### src/rtl/mem_stage_pkg.sv
// mem_stage_pkg: bus widths, mem_op bit positions, stall levels, FSM encoding and the EX->MEM bus layout
package mem_stage_pkg;
  localparam int EX_TO_MEM_WD = 81;
  localparam int MEM_TO_WB_WD = 70;
  localparam int MEM_FWD_WD = 38;
  localparam int STALL_BUS_WD = 6;
  localparam logic STOP = 1'b1;
  localparam logic NO_STOP = 1'b0;
  localparam int OP_LB = 4;
  localparam int OP_LBU = 3;
  localparam int OP_LH = 2;
  localparam int OP_LHU = 1;
  localparam int OP_LW = 0;
  typedef enum logic [1:0] {S_IDLE = 2'd0, S_WAIT = 2'd1, S_HOLD = 2'd2} mem_state_e;
  typedef struct packed {
    logic [4:0] mem_op;
    logic [31:0] pc;
    logic ram_en;
    logic [3:0] ram_wen;
    logic sel_rf_res;
    logic rf_we;
    logic [4:0] rf_waddr;
    logic [31:0] ex_result;
  } ex_to_mem_t;
endpackage

### src/rtl/mem_stage_if.sv
// mem_stage_if: pipeline-facing signals of the MEM stage; mem_excp exists only when MEM_ALIGN_CHECK_EN is defined
interface mem_stage_if import mem_stage_pkg::*; ();
  logic flush;
  logic [STALL_BUS_WD-1:0] stall;
  logic [EX_TO_MEM_WD-1:0] ex_to_mem_bus;
  logic [31:0] data_sram_rdata;
  logic data_sram_rvalid;
  logic [MEM_TO_WB_WD-1:0] mem_to_wb_bus;
  logic [MEM_FWD_WD-1:0] mem_to_id_fwd;
  logic stall_for_mem;
`ifdef MEM_ALIGN_CHECK_EN
  logic mem_excp;
`endif
  modport master (
    output flush, stall, ex_to_mem_bus, data_sram_rdata, data_sram_rvalid,
`ifdef MEM_ALIGN_CHECK_EN
    input mem_excp,
`endif
    input mem_to_wb_bus, mem_to_id_fwd, stall_for_mem
  );
  modport slave (
    input flush, stall, ex_to_mem_bus, data_sram_rdata, data_sram_rvalid,
`ifdef MEM_ALIGN_CHECK_EN
    output mem_excp,
`endif
    output mem_to_wb_bus, mem_to_id_fwd, stall_for_mem
  );
endinterface

### src/rtl/mem_stage_load_align.sv
// load_align: selects the addressed byte/half/word of a load and sign/zero extends it
module load_align import mem_stage_pkg::*; (
  input logic [4:0] mem_op,
  input logic [1:0] offset,
  input logic [31:0] rdata,
  output logic [31:0] data
);
  logic [7:0] b;
  logic [15:0] h;
  assign b = offset[1] ? (offset[0] ? rdata[31:24] : rdata[23:16]) : (offset[0] ? rdata[15:8] : rdata[7:0]);
  assign h = offset[1] ? rdata[31:16] : rdata[15:0];
  assign data = mem_op[OP_LB] ? {{24{b[7]}}, b} :
                mem_op[OP_LBU] ? {24'b0, b} :
                mem_op[OP_LH] ? {{16{h[15]}}, h} :
                mem_op[OP_LHU] ? {16'b0, h} : rdata;
endmodule

### src/rtl/mem_stage.sv
// mem_stage: MEM pipeline stage with load-data wait/hold FSM; MEM_ALIGN_CHECK_EN adds misaligned-load trapping
module mem_stage import mem_stage_pkg::*; (
  input logic clk,
  input logic resetn,
  mem_stage_if.slave bus
);
  ex_to_mem_t r;
  mem_state_e st, st_nx;
  logic [31:0] rdata_buf, ld_data, rf_wdata;
  logic drop, adv, is_ld, ld, pending, rv, rf_we;
  assign is_ld = (|r.mem_op) & r.ram_en & ~(|r.ram_wen);
`ifdef MEM_ALIGN_CHECK_EN
  logic misalign;
  assign misalign = is_ld & (((r.mem_op[OP_LH] | r.mem_op[OP_LHU]) & r.ex_result[0]) | (r.mem_op[OP_LW] & (|r.ex_result[1:0])));
  assign ld = is_ld & ~misalign;
  assign rf_we = r.rf_we & ~misalign;
  assign bus.mem_excp = misalign;
`else
  assign ld = is_ld;
  assign rf_we = r.rf_we;
`endif
  // the input register changes whenever it is flushed, refilled or bubbled
  assign adv = bus.flush | (bus.stall[3] == NO_STOP) | (bus.stall[4] == NO_STOP);
  // a response for a flushed load is swallowed rather than given to the next load
  assign rv = bus.data_sram_rvalid & ~drop;
  assign pending = (st == S_WAIT) | ((st == S_IDLE) & ld);
  // EX->MEM register: load on advance, bubble on flush or when only WB moves on
  always_ff @(posedge clk or negedge resetn)
    if (!resetn) r <= '0;
    else if (bus.flush || (bus.stall[3] == STOP && bus.stall[4] == NO_STOP)) r <= '0;
    else if (bus.stall[3] == NO_STOP) r <= bus.ex_to_mem_bus;
  // FSM state, captured load word and the discard flag for an orphaned response
  always_ff @(posedge clk or negedge resetn)
    if (!resetn) begin
      st <= S_IDLE;
      rdata_buf <= '0;
      drop <= 1'b0;
    end else begin
      st <= st_nx;
      if (pending && rv) rdata_buf <= bus.data_sram_rdata;
      drop <= (bus.flush & pending & ~rv) | (drop & ~bus.data_sram_rvalid);
    end
  // next state: data arriving while the register holds must be parked in HOLD
  always_comb begin
    st_nx = bus.flush ? S_IDLE :
            st == S_HOLD ? (adv ? S_IDLE : S_HOLD) :
            !pending ? S_IDLE :
            !rv ? S_WAIT :
            adv ? S_IDLE : S_HOLD;
    bus.stall_for_mem = pending & ~rv;
  end
  load_align u_align (
    .mem_op(r.mem_op),
    .offset(r.ex_result[1:0]),
    .rdata(st == S_HOLD ? rdata_buf : bus.data_sram_rdata),
    .data(ld_data)
  );
  assign rf_wdata = r.sel_rf_res ? ld_data : r.ex_result;
  assign bus.mem_to_wb_bus = {r.pc, rf_we, r.rf_waddr, rf_wdata};
  assign bus.mem_to_id_fwd = {rf_we, r.rf_waddr, rf_wdata};
endmodule

### src/flat_wrapper.sv
// flat-port wrapper written by rule: the top's interface ports become plain ports
module mem_stage_flat import mem_stage_pkg::*;
  (clk, resetn, bus_flush, bus_stall, bus_ex_to_mem_bus, bus_data_sram_rdata, bus_data_sram_rvalid, bus_mem_to_wb_bus, bus_mem_to_id_fwd, bus_stall_for_mem);
  mem_stage_if bus_i ();
  input logic clk;
  input logic resetn;
  input wire logic [$bits(bus_i.flush)-1:0] bus_flush;
  input wire logic [$bits(bus_i.stall)-1:0] bus_stall;
  input wire logic [$bits(bus_i.ex_to_mem_bus)-1:0] bus_ex_to_mem_bus;
  input wire logic [$bits(bus_i.data_sram_rdata)-1:0] bus_data_sram_rdata;
  input wire logic [$bits(bus_i.data_sram_rvalid)-1:0] bus_data_sram_rvalid;
  output wire logic [$bits(bus_i.mem_to_wb_bus)-1:0] bus_mem_to_wb_bus;
  output wire logic [$bits(bus_i.mem_to_id_fwd)-1:0] bus_mem_to_id_fwd;
  output wire logic [$bits(bus_i.stall_for_mem)-1:0] bus_stall_for_mem;
  assign bus_i.flush = bus_flush;
  assign bus_i.stall = bus_stall;
  assign bus_i.ex_to_mem_bus = bus_ex_to_mem_bus;
  assign bus_i.data_sram_rdata = bus_data_sram_rdata;
  assign bus_i.data_sram_rvalid = bus_data_sram_rvalid;
  assign bus_mem_to_wb_bus = bus_i.mem_to_wb_bus;
  assign bus_mem_to_id_fwd = bus_i.mem_to_id_fwd;
  assign bus_stall_for_mem = bus_i.stall_for_mem;
  mem_stage u_core (.clk(clk), .resetn(resetn), .bus(bus_i));
endmodule
### config.mk
export PLATFORM = sky130hd
export DESIGN_NAME = mem_stage_flat
export DESIGN_NICKNAME = d
export VERILOG_FILES = /design/src/rtl/mem_stage_pkg.sv /design/src/rtl/mem_stage_if.sv /design/src/rtl/mem_stage_load_align.sv /design/src/rtl/mem_stage.sv /design/src/flat_wrapper.sv
export SDC_FILE = /design/constraint.sdc
export NUM_CORES = 1
export LEC_CHECK = 0
export BUFFER_PORTS_ARGS = -buffer_cell sky130_fd_sc_hd__buf_2
export CORE_UTILIZATION = 56
export CTS_BUF_LIST = sky130_fd_sc_hd__clkbuf_4
export CTS_CLUSTER_DIAMETER = 30
export CTS_CLUSTER_SIZE = 28
export DETAILED_ROUTE_END_ITERATION = 8
export GPL_TIMING_DRIVEN = 0
export PLACE_DENSITY = 0.95
export SKIP_LAST_GASP = 1
export SLEW_MARGIN = 15
export SYNTH_ARGS = -nofsm -noshare
export SYNTH_HDL_FRONTEND = slang
export SYNTH_SLANG_ARGS = --single-unit
### constraint.sdc
create_clock -name clk -period 2.9 [get_ports clk]
set_input_delay 0 -clock clk [delete_from_list [all_inputs] [get_ports clk]]
set_output_delay 0 -clock clk [all_outputs]
set_load 0.01 [all_outputs]
Yosys cells after proc, flatten, opt, wreduce, memory -nomap -nowiden

Index checks and enable logic that the tools add are counted.
Widths: inputs -> output; s select.

RAM bits: 0
Latch bits: 0
Logic and storage cells: 55
Memories: 0
Bits of input ports: 123
Bits in registers: 116
Bits in read-only memories: 0

$add $sub $neg: 0
Divide/modulo/power cells: 0
Eq/ne operators: 3
Order comparisons: 0
Reductions and logical operators: 6
Mux-type cells: 17
Multipliers: 0
Bitwise logic cells: 18
Shift operators: 0

Operators by type and width:

| operator           | count |
|---|---|
| $mux 32            | 6 |
| $mux 81            | 2 |
| $mux 8             | 3 |
| $mux 16            | 1 |
| $mux 2             | 5 |
| $and 1x1->1        | 8 |
| $not 1->1          | 6 |
| $reduce_or 5->1    | 1 |
| $or 1x1->1         | 4 |
| $reduce_or 4->1    | 1 |
| $eq 2x1->1 const B | 1 |
| $eq 2x2->1 const B | 1 |
| $logic_and 1x1->1  | 2 |
| $logic_not 2->1    | 1 |
| $ne 2x1->1 const B | 1 |
| $logic_or 1x1->1   | 1 |

Logic depth before layout (Yosys ltp)

Gate-level depths: netlist (run 1).

Word-level depth: 8
Depth in mapped cells: 8
Mapped depth without buffers: 4

Cells and area by module

A second synthesis (run 1) with hierarchy kept.

Cell total of the unflattened synthesis: 534
Area total of the unflattened synthesis: 6500.0 um2

Modules (own cells, without submodules):

| module     | times used | cells each | area each (um2) |
|---|---|---|---|
| mem_stage  | 1          | 415        | 5647.9 |
| load_align | 1          | 119        | 852.1 |

Least setup slack after synthesis (run 1)

OpenSTA, ideal clock, no wires.

Path kind: register -> output
Start: reg u_core.st[1]
End: out bus_mem_to_wb_bus[9]
Data arrival time: 1.992 ns
Stages on the path, launching flop included: 9
Data required time: 2.900 ns
Slack: 0.908 ns
Path through: dfrtp_1 > buf_2 > and2b_1 > buf_2 > buf_4 > mux2_2 > a221oi_1 > o22ai_2 > buf_4

Cells in the longest elaborated chain, start to end: 8
Elaborated cells between the ends (all ways): 11
Classes of those cells: 1 x eq/ne; 10 x mux

Ends and longest elaborated chain:

| element                  | line                       | source |
|---|---|---|
| start: declaration       | mem_stage.sv:8             | `mem_state_e st, st_nx;` |
| start signal: assignment | mem_stage.sv:39            | `st <= st_nx;` |
| $eq 2x2->1 (*)           | mem_stage.sv:55            | `.rdata(st == S_HOLD ? rdata_buf : bus.data_sram_rdata),` |
| $mux 32 (*)              | mem_stage.sv:55            |  |
| $mux 16                  | mem_stage_load_align.sv:11 | `assign h = offset[1] ? rdata[31:16] : rdata[15:0];` |
| $mux 32                  | mem_stage_load_align.sv:15 | `mem_op[OP_LHU] ? {16'b0, h} : rdata;` |
| $mux 32                  | mem_stage_load_align.sv:14 | `mem_op[OP_LH] ? {{16{h[15]}}, h} :` |
| $mux 32                  | mem_stage_load_align.sv:13 | `mem_op[OP_LBU] ? {24'b0, b} :` |
| $mux 32 (*)              | mem_stage_load_align.sv:12 | `assign data = mem_op[OP_LB] ? {{24{b[7]}}, b} :` |
| $mux 32 (*)              | mem_stage.sv:58            | `assign rf_wdata = r.sel_rf_res ? ld_data : r.ex_result;` |
| end: declaration         | flat_wrapper.sv:12         | `output wire logic [$bits(bus_i.mem_to_wb_bus)-1:0] bus_mem_to_wb_bus;` |

Every way passes the cells marked *; elsewhere a longest branch is shown, timed or not.

Worst setup path after layout (run 1)

Start: reg u_core.st[0]
End: out bus_mem_to_wb_bus[15]

Same word-level chain as after synthesis.

==> results.json, run 1 <==
{
  "fin_crit_sh": 0.997,
  "final_common_cell": "buf_2",
  "hold_ws_ns": 0.106,
  "regArea_um2": 2900,
  "grt_max_degree": 90,
  "ys_seq_area_frac": 0.455,
  "drive_above_1_share": 0.427,
  "start_kind": "register",
  "antenna_cells": 0,
  "drtPass1Iterations": 7,
  "clkLatencyLatePin_ns": 0.58,
  "gp_congestion": 0.983,
  "setup_viol": 0,
  "die_area_um2": 11800,
  "avgRoutedWirePerCell_um": 23.3,
  "core_um2": 11000,
  "antenna_found_initial": 0,
  "grt_pass1_wl_um": 36400,
  "crit_chain": "buf_6, and3b_1, a2111oi_2, or4_1, buf_4, buf_6, o22ai_2, buf_4, buf_2",
  "cts_sinks": 116,
  "vias": 6894,
  "hold_violations": 0,
  "drt_iter0_markers": 676,
  "cts_tree": "done",
  "worstMarginPinSlew_ns": 0.947,
  "critPathKind": "reg -> out",
  "outcome": "completed",
  "min_period_ns": 2.89,
  "ys_ff_latch": 116,
  "dp_hpwl_um": 14400,
  "leakagePower_nw": 4.79,
  "synth_area_um2": 6380,
  "drc": 0,
  "grt_usage": 0.420,
  "antenna_left": 0,
  "fin_skew_ns": 0.0311,
  "std_cell_rows": 38,
  "cp_slowest_cell": "or4_1",
  "chipWidth_um": 109,
  "gr-total-overflow": 0,
  "max_freq_mhz": 346,
  "most-common-layout-cells": "229 x buf_2, 119 x dlygate4sd3_1, 115 x dfrtp_1",
  "die_h_um": 109,
  "synthesis.nets": 687,
  "slew-limit-headroom": 0.368,
  "grt_pass1_vias": 6905,
  "root_buffer": "clkbuf_4",
  "worstPathArrival_ns": 2.89,
  "slowest_delay_ns": 0.52,
  "fillCellCount": 501,
  "initial_core_util": 0.581,
  "drv_slew": 0,
  "peakVddDrop_mv": 0.352,
  "end_kind": "primary output",
  "setup_tns_ns": 0,
  "port_buffers": 227,
  "rsz0062_at_grt": "true",
  "cts_max_level": 4,
  "total_power_w": 0.00446,
  "ys.warnings.count": 0,
  "multi_input_area_um2": 2790,
  "syn-instance-count": 564,
  "viasPerCell": 6.38,
  "synth_area_per_cell_um2": 11.3,
  "finalWirelength_um": 25200,
  "cap_violations": 0,
  "clkTransAtPathRegs_ns": 0.11,
  "p_per_area_nw_per_um2": 475,
  "clock_path_buffers": 2,
  "path_max_fanout": 10,
  "ioPinCount": 232,
  "ys_types": 45,
  "cts_inserted_buffers": 17,
  "area_growth_pct": 47.2,
  "hp-class": "in -> reg",
  "layout.nets": 1050,
  "worst_ep_required_time_ns": 2.90
}
## registers in the layout (all words and copies together) (netlist names)
signal	flops
u_core.st	2
u_core.bus.mem_to_id_fwd	5
u_core.r	43
u_core.rf_we	1
u_core.rdata_buf	32
u_core.bus.mem_to_wb_bus	32
u_core.drop	1
## power by group
part,internal (W),switching (W),total (W),leakage (nW)
Sequential,0.00185,0.000163,0.00202,1.52
Combinational,0.000546,0.000508,0.00105,3.11
Clock,0.000726,0.000667,0.00139,0.168
## final cells by class
| cell class | count | area share |
|---|---|---|
| buffer | 107 | 0.0745 |
| tap | 140 | 0.0186 |
| sequential | 116 | 0.309 |
| timing repair buffer | 358 | 0.264 |
| clock buffer | 22 | 0.0176 |
| inverter | 7 | 0.00280 |
| multi-input combinational | 320 | 0.297 |
| clock inverter | 10 | 0.0167 |
## through the flow
| stage | instance area, um^2 | worst slack [ns] | cells | utilization |
|---|---|---|---|---|
| after floorplan | 6380 | 0.908 | 564 | - |
| after CTS | 9290 | -0.0393 | 1086 | 0.846 |
| final | 9390 | 0.00739 | 1080 | 0.855 |
| after detailed placement | 7720 | 0.501 | 932 | 0.703 |
| after global placement | 7690 | 0.493 | 931 | 0.700 |
| after global routing | 9390 | -0.0549 | 1080 | 0.855 |
## cell usage after synthesis, drive strengths merged
| cell | n | area [um^2] |
|---|---|---|
| a2111oi | 12 | 111 |
| a211oi | 8 | 65.1 |
| a21o | 15 | 113 |
| a21oi | 16 | 80.1 |
| a221oi | 9 | 78.8 |
| a22o | 82 | 718 |
| a22oi | 1 | 7.51 |
| a32o | 5 | 50.1 |
| a32oi | 1 | 8.76 |
| and2 | 1 | 6.26 |
| and2b | 1 | 7.51 |
| and3b | 16 | 140 |
| buf | 87 | 653 |
| clkbuf | 34 | 128 |
| clkinv | 1 | 3.75 |
| dfrtp | 116 | 2900 |
| inv | 6 | 22.5 |
| mux2 | 42 | 473 |
| mux2i | 2 | 20.0 |
| mux4 | 2 | 45.0 |
| nand2 | 31 | 116 |
| nand2b | 1 | 8.76 |
| nand3 | 6 | 30.0 |
| nor2 | 14 | 52.6 |
| nor2b | 1 | 6.26 |
| nor3 | 2 | 10.0 |
| nor4 | 3 | 18.8 |
| o211ai | 2 | 33.8 |
| o21a | 8 | 60.1 |
| o21ai | 8 | 40.0 |
| o221ai | 16 | 215 |
| o22a | 1 | 8.76 |
| o22ai | 9 | 106 |
| o32ai | 1 | 8.76 |
| o41ai | 1 | 8.76 |
| or2 | 1 | 6.26 |
| or4 | 2 | 15.0 |
## metal layers
metal | GRT usage | share of wire | vias up
li1 | - | - | 2804
met3 | 0.119 | 0.11 | 181
met5 | 0 | 0 | -
met4 | 0.263 | 0.072 | 0
met2 | 0.713 | 0.48 | 609
met1 | 0.465 | 0.34 | 3300
## critical path: cells and delay by family, from the launching register on
family                 cells  cell delay [ns]
AOI/OAI and AO/OA          2             0.31
DFF                        1             0.46
and+or+nand+nor            2             0.77
buffers and inverters      5             0.78
## path summary, 6_finish.rpt
check	slack, ns	cells after the start	from	end
max reg2reg	0.33	5	u_core.r[40]	u_core.rdata_buf[24]
max	0.007	9	u_core.st[0]	bus_mem_to_wb_bus[15]
max in group asynchronous	1.97	4	resetn	u_core.r[19]
min reg2reg	0.49	1	u_core.rdata_buf[14]	u_core.rdata_buf[14]
min in group asynchronous	0.47	4	resetn	u_core.r[5]
min	0.11	4	bus_stall[4]	u_core.r[19]
## timing repair
action	4_1_cts	5_1_grt
hold endpoints to repair	231	0
gates cloned	0	1
pin swaps	1	4
gates resized for setup	6	30
buffers inserted	2	7
hold buffers	120	0
endpoints found under the setup margin	29	41
## cell families after synthesis
logic type | after synthesis | share of synthesized area
compound gates | 195 | 0.269
buf+inv | 128 | 0.126
flops | 116 | 0.455
mux | 46 | 0.0843
simple gates | 79 | 0.0655
Power figures use the tool's default switching activity.
==> inputs of run 2 (changes only) <==
--- a/config.mk
+++ b/config.mk
@@ -6,13 +6,13 @@
 export NUM_CORES = 1
 export LEC_CHECK = 0
 export BUFFER_PORTS_ARGS = -buffer_cell sky130_fd_sc_hd__buf_2
-export CORE_UTILIZATION = 56
+export CORE_UTILIZATION = 52
 export CTS_BUF_LIST = sky130_fd_sc_hd__clkbuf_4
 export CTS_CLUSTER_DIAMETER = 30
 export CTS_CLUSTER_SIZE = 28
 export DETAILED_ROUTE_END_ITERATION = 8
 export GPL_TIMING_DRIVEN = 0
-export PLACE_DENSITY = 0.95
+export PLACE_DENSITY = 0.92
 export SKIP_LAST_GASP = 1
 export SLEW_MARGIN = 15
 export SYNTH_ARGS = -nofsm -noshare
==> constraint.sdc (replaced) <==
create_clock -name clk -period 2.95 [get_ports clk]
set_input_delay 0 -clock clk [delete_from_list [all_inputs] [get_ports clk]]
set_output_delay 0 -clock clk [all_outputs]
set_load 0.01 [all_outputs]
==> run 2 against run 1 <==
Net effect: cell area fell by 0.61%; cell count rose by 0.74%; sequential cell count did not move; sequential power fell by 3%; critical path depth fell by 1; worst setup slack improved by 0.025 ns; global-route usage fell by 6.6 points; worst hold slack got worse by 0.026 ns; die area rose by 7.5%; clock skew fell by 0.014 ns; first-iteration DRC count fell by 38%; clock power fell by 9%; largest cell class unchanged.
==> results.json, run 2 (synthesis results as in run 1) <==
{
  "worst_r2r_endpoint": "u_core.rdata_buf[23]",
  "fin_crit_sh": 0.989,
  "grt_max_degree": 67,
  "drv_slew": 0,
  "peakVddDrop_mv": 0.321,
  "rsz0062_at_grt": "true",
  "antenna_left": 0,
  "path_max_fanout": 10,
  "grt_pass1_wl_um": 34000,
  "leakagePower_nw": 4.78,
  "cp-startpoint": "u_core.st[0]",
  "cap_violations": 0,
  "start_kind": "register",
  "drtPass1Iterations": 7,
  "max_freq_mhz": 343,
  "p_per_area_nw_per_um2": 454,
  "hp-class": "in -> reg",
  "core_um2": 12000,
  "place_inst": 939,
  "total_power_w": 0.00424,
  "outcome": "completed",
  "worstMarginPinSlew_ns": 0.829,
  "chipWidth_um": 113,
  "crit_chain": "nand2b_2, buf_6, clkbuf_1, a21o_1, a221oi_1, o22ai_4, buf_4, buf_2",
  "r2r_slack_ns": 0.51,
  "hold_ws_ns": 0.0806,
  "slew-limit-headroom": 0.445,
  "clock_path_buffers": 2,
  "top_register": "u_core.r",
  "worst-r2r-cell-count": 5,
  "worstPathArrival_ns": 2.92,
  "finalWirelength_um": 22000,
  "drive_above_1_share": 0.422,
  "layout.nets": 1054,
  "gr-total-overflow": 0,
  "critical_path.reg2reg.startpoint": "u_core.r[40]",
  "antenna_cells": 0,
  "end_kind": "primary output",
  "fillCellCount": 716,
  "final_cells": 1088,
  "drc": 0,
  "avgRoutedWirePerCell_um": 20.2,
  "cts_max_level": 4,
  "cts_tree": "done",
  "cts_sinks": 116,
  "vias": 6415,
  "area_growth_pct": 46.3,
  "die_area_um2": 12700,
  "cts_inserted_buffers": 17,
  "min_period_ns": 2.92,
  "setup_viol": 0,
  "initial_core_util": 0.533,
  "port_buffers": 227,
  "grt_usage": 0.355,
  "clkTransAtPathRegs_ns": 0.11,
  "fin_skew_ns": 0.0173,
  "drt_iter0_markers": 419,
  "dp_hpwl_um": 14300,
  "die_h_um": 113,
  "std_cell_rows": 40,
  "root_buffer": "clkbuf_4",
  "worst_ep_required_time_ns": 2.95,
  "hold_violations": 0,
  "cp-endpoint": "bus_mem_to_wb_bus[13]",
  "viasPerCell": 5.90,
  "antenna_found_initial": 0,
  "ioPinCount": 232,
  "grt_pass1_vias": 6368,
  "most-common-layout-cells": "230 x buf_2, 119 x dlygate4sd3_1, 115 x dfrtp_1",
  "clkLatencyLatePin_ns": 0.57,
  "final_common_cell": "buf_2",
  "largest_reg_flops": 43,
  "slowest_delay_ns": 0.49,
  "critPathKind": "reg -> out",
  "cp_slowest_cell": "dfrtp_2",
  "gp_congestion": 0.940
}
-- run 2: worst min-delay path by stage --
stage	endpoint	slack (ns)	cells after the start	from
final	u_core.r[19]	0.08	4	bus_stall[4]
after global routing	u_core.r[19]	0.04	4	bus_stall[4]
after CTS	u_core.r[19]	0.05	4	bus_stall[4]
after detailed placement	u_core.rdata_buf[5]	-0.02	1	resetn
after global placement	u_core.drop	0.21	2	bus_data_sram_rvalid
after floorplan	u_core.bus.mem_to_id_fwd[32]	-0.30	0	resetn
-- run 2: timing repair --
item,4_1_cts,5_1_grt
hold endpoints to repair,231,0
setup endpoints to repair,20,53
gates cloned,0,0
resized for setup,5,22
buffers inserted,0,1
hold buffers,120,0
pin swaps,0,1
-- run 2: where the power goes --
group	switching (W)	total, W	internal (W)
sequential	0.000142	0.00196	0.00182
clock	0.000624	0.00127	0.000647
combinational	0.000464	0.00101	0.000541
-- run 2: metrics by stage --
step | util | setup slack [ns] | setup TNS [ns] | instance area (um^2)
floorplan | - | 0.958 | 0 | 6380
global placement | 0.644 | 0.515 | 0 | 7700
detailed placement | 0.647 | 0.529 | 0 | 7730
CTS | 0.774 | 0.0385 | 0 | 9250
global route | 0.780 | -0.0853 | -0.666 | 9340
finish | 0.780 | 0.0321 | 0 | 9340
-- run 2: cell type report --
class / count / area [um^2] / share of cell area
well taps: 147 / 184 / 0.0197
clock buffers: 17 / 128 / 0.0137
plain buffers: 120 / 791 / 0.0847
multi-input cells: 320 / 2740 / 0.294
inverters: 7 / 26.3 / 0.00281
flip-flops and latches: 116 / 2900 / 0.311
clock inverters: 12 / 165 / 0.0177
repair buffers: 349 / 2400 / 0.257
-- run 2: worst max-delay path: cells and delay by family, from the launching register on --
family | cells | cell delay, ns
AND/OR/NAND/NOR | 1 | 0.22
AO/OA/AOI/OAI | 3 | 0.94
flip-flops | 1 | 0.49
buffers and inverters | 4 | 0.70
-- run 2: metal layers --
| metal | track usage | up-vias | part of all wire |
|---|---|---|---|
| met5 | 0 | - | 0 |
| met4 | 0.141 | 0 | 0.036 |
| met3 | 0.0953 | 59 | 0.085 |
| met2 | 0.610 | 392 | 0.50 |
| met1 | 0.423 | 3146 | 0.38 |
| li1 | - | 2818 | - |
==> inputs of run 3 (changes only) <==
--- a/config.mk
+++ b/config.mk
@@ -11,7 +11,7 @@
 export CTS_CLUSTER_DIAMETER = 30
 export CTS_CLUSTER_SIZE = 28
 export DETAILED_ROUTE_END_ITERATION = 8
-export GPL_TIMING_DRIVEN = 0
+export GPL_TIMING_DRIVEN = 1
 export PLACE_DENSITY = 0.92
 export SKIP_LAST_GASP = 1
 export SLEW_MARGIN = 15
==> run 3 against run 2 <==
Net effect: worst hold slack improved by 0.037 ns; largest power group unchanged; via count shrank 5.3%; sequential share of layout area increased by 1.3 points; sequential power barely moved; core utilization decreased by 3.1 points; largest cell class is now sequential cells; global-route usage up 0.31 points; combinational power is 7% lower; first-iteration DRC count rose by 30%; power about the same; wire length up 0.15%.
==> results.json, run 3 (synthesis results as in run 1) <==
{
  "top_register": "u_core.r",
  "avgRoutedWirePerCell_um": 21.7,
  "fin_crit_sh": 0.963,
  "end_kind": "primary output",
  "cts_tree": "done",
  "fillCellCount": 766,
  "start_kind": "register",
  "setup_viol": 0,
  "initial_core_util": 0.533,
  "clock_path_buffers": 2,
  "drc": 0,
  "cts_max_level": 4,
  "setup_tns_ns": 0,
  "critPathKind": "reg -> out",
  "min_period_ns": 2.84,
  "hold_violations": 0,
  "root_buffer": "clkbuf_4",
  "layout.nets": 977,
  "std_cell_rows": 40,
  "worstPathArrival_ns": 2.84,
  "drive_above_1_share": 0.371,
  "clkLatencyLatePin_ns": 0.57,
  "grt_usage": 0.358,
  "grt_pass1_vias": 6302,
  "antenna_found_initial": 2,
  "largest_reg_flops": 43,
  "core_um2": 12000,
  "leakagePower_nw": 4.53,
  "cts_sinks": 116,
  "path_max_fanout": 24,
  "rsz0062_at_grt": "false",
  "fin_skew_ns": 0.0174,
  "cap_violations": 0,
  "worstMarginPinSlew_ns": 1.19,
  "peakVddDrop_mv": 0.304,
  "drt_iter0_markers": 543,
  "most-common-layout-cells": "226 x buf_2, 149 x dlygate4sd3_1, 113 x dfrtp_1",
  "grt_pass1_wl_um": 34000,
  "finalWirelength_um": 22000,
  "dp_hpwl_um": 13100,
  "vias": 6072,
  "gp_congestion": 0.906,
  "worst_ep_required_time_ns": 2.95,
  "drv_slew": 0,
  "final_common_cell": "buf_2",
  "worst-r2r-cell-count": 5,
  "cts_inserted_buffers": 17,
  "area_growth_pct": 40.5,
  "stdcell_area_um2": 8960,
  "die_h_um": 113,
  "worst_slack_ns": 0.110,
  "clkTransAtPathRegs_ns": 0.11,
  "antenna_left": 0,
  "p_per_area_nw_per_um2": 473,
  "slew-limit-headroom": 0.208,
  "port_buffers": 227,
  "ioPinCount": 232,
  "chipWidth_um": 113,
  "drtPass1Iterations": 6,
  "gr-total-overflow": 0,
  "hp-class": "in -> async",
  "outcome": "completed",
  "grt_max_degree": 76,
  "preCtsSetupSlack_ns": 0.284,
  "viasPerCell": 5.99,
  "die_area_um2": 12700,
  "total_power_w": 0.00424,
  "placed_cell_area_um2": 7080,
  "max_freq_mhz": 352
}
-- run 3: power breakdown --
part | internal [W] | total, W | switching [W]
clock network | 0.000676 | 0.00134 | 0.000663
registers | 0.00182 | 0.00197 | 0.000145
logic | 0.000486 | 0.000936 | 0.000450
-- run 3: per-stage QoR --
step | util | hold slack (ns) | instances
6_report | 0.749 | 0.118 | 1013
5_1_grt | 0.749 | 0.166 | 1013
4_1_cts | 0.747 | 0.122 | 1011
3_5_place_dp | 0.592 | 0.198 | 830
3_3_place_gp | 0.592 | 0.183 | 830
2_1_floorplan | - | -0.296 | 564
-- run 3: repair_timing --
item	4_1_cts	5_1_grt
hold buffers	149	0
endpoints found under the setup margin	62	50
endpoints found under the hold margin	188	0
gates resized for setup	3	6
setup buffers	2	1
pin swaps	1	0
-- run 3: per-layer routing --
metal / routed length (um) / GRT usage
met1: 8200 / 0.425
met2: 11100 / 0.615
met3: 1760 / 0.0803
met4: 952 / 0.175
met5: 13 / 0
-- run 3: worst paths after layout --
check	start	to	slack, ns
max	u_core.st[1]	bus_mem_to_wb_bus[17]	0.11
min	resetn	u_core.rdata_buf[4]	0.12
max reg2reg	u_core.r[39]	u_core.rdata_buf[0]	0.42
min reg2reg	u_core.rdata_buf[19]	u_core.rdata_buf[19]	0.49
max in group asynchronous	resetn	u_core.rdata_buf[20]	1.94
min in group clk	bus_stall[3]	u_core.r[29]	0.15
-- run 3: cell type report --
class / count / area (um^2) / area share
inverters: 7 / 26.3 / 0.00293
diodes: 1 / 2.50 / 0.000279
repair buffers: 392 / 2810 / 0.314
flip-flops and latches: 116 / 2910 / 0.324
clock inverters: 12 / 183 / 0.0204
clock buffers: 18 / 135 / 0.0151
well taps: 147 / 184 / 0.0205
multi-input cells: 320 / 2710 / 0.303
-- run 3: worst max-delay path, stage by stage, from the launching register on --
cell and delay [ns]:
dfrtp_4 0.60, and3b_1 0.27, a2111oi_2 0.08, or4_1 0.60
buf_12 0.21, o221ai_1 0.29, buf_2 0.21
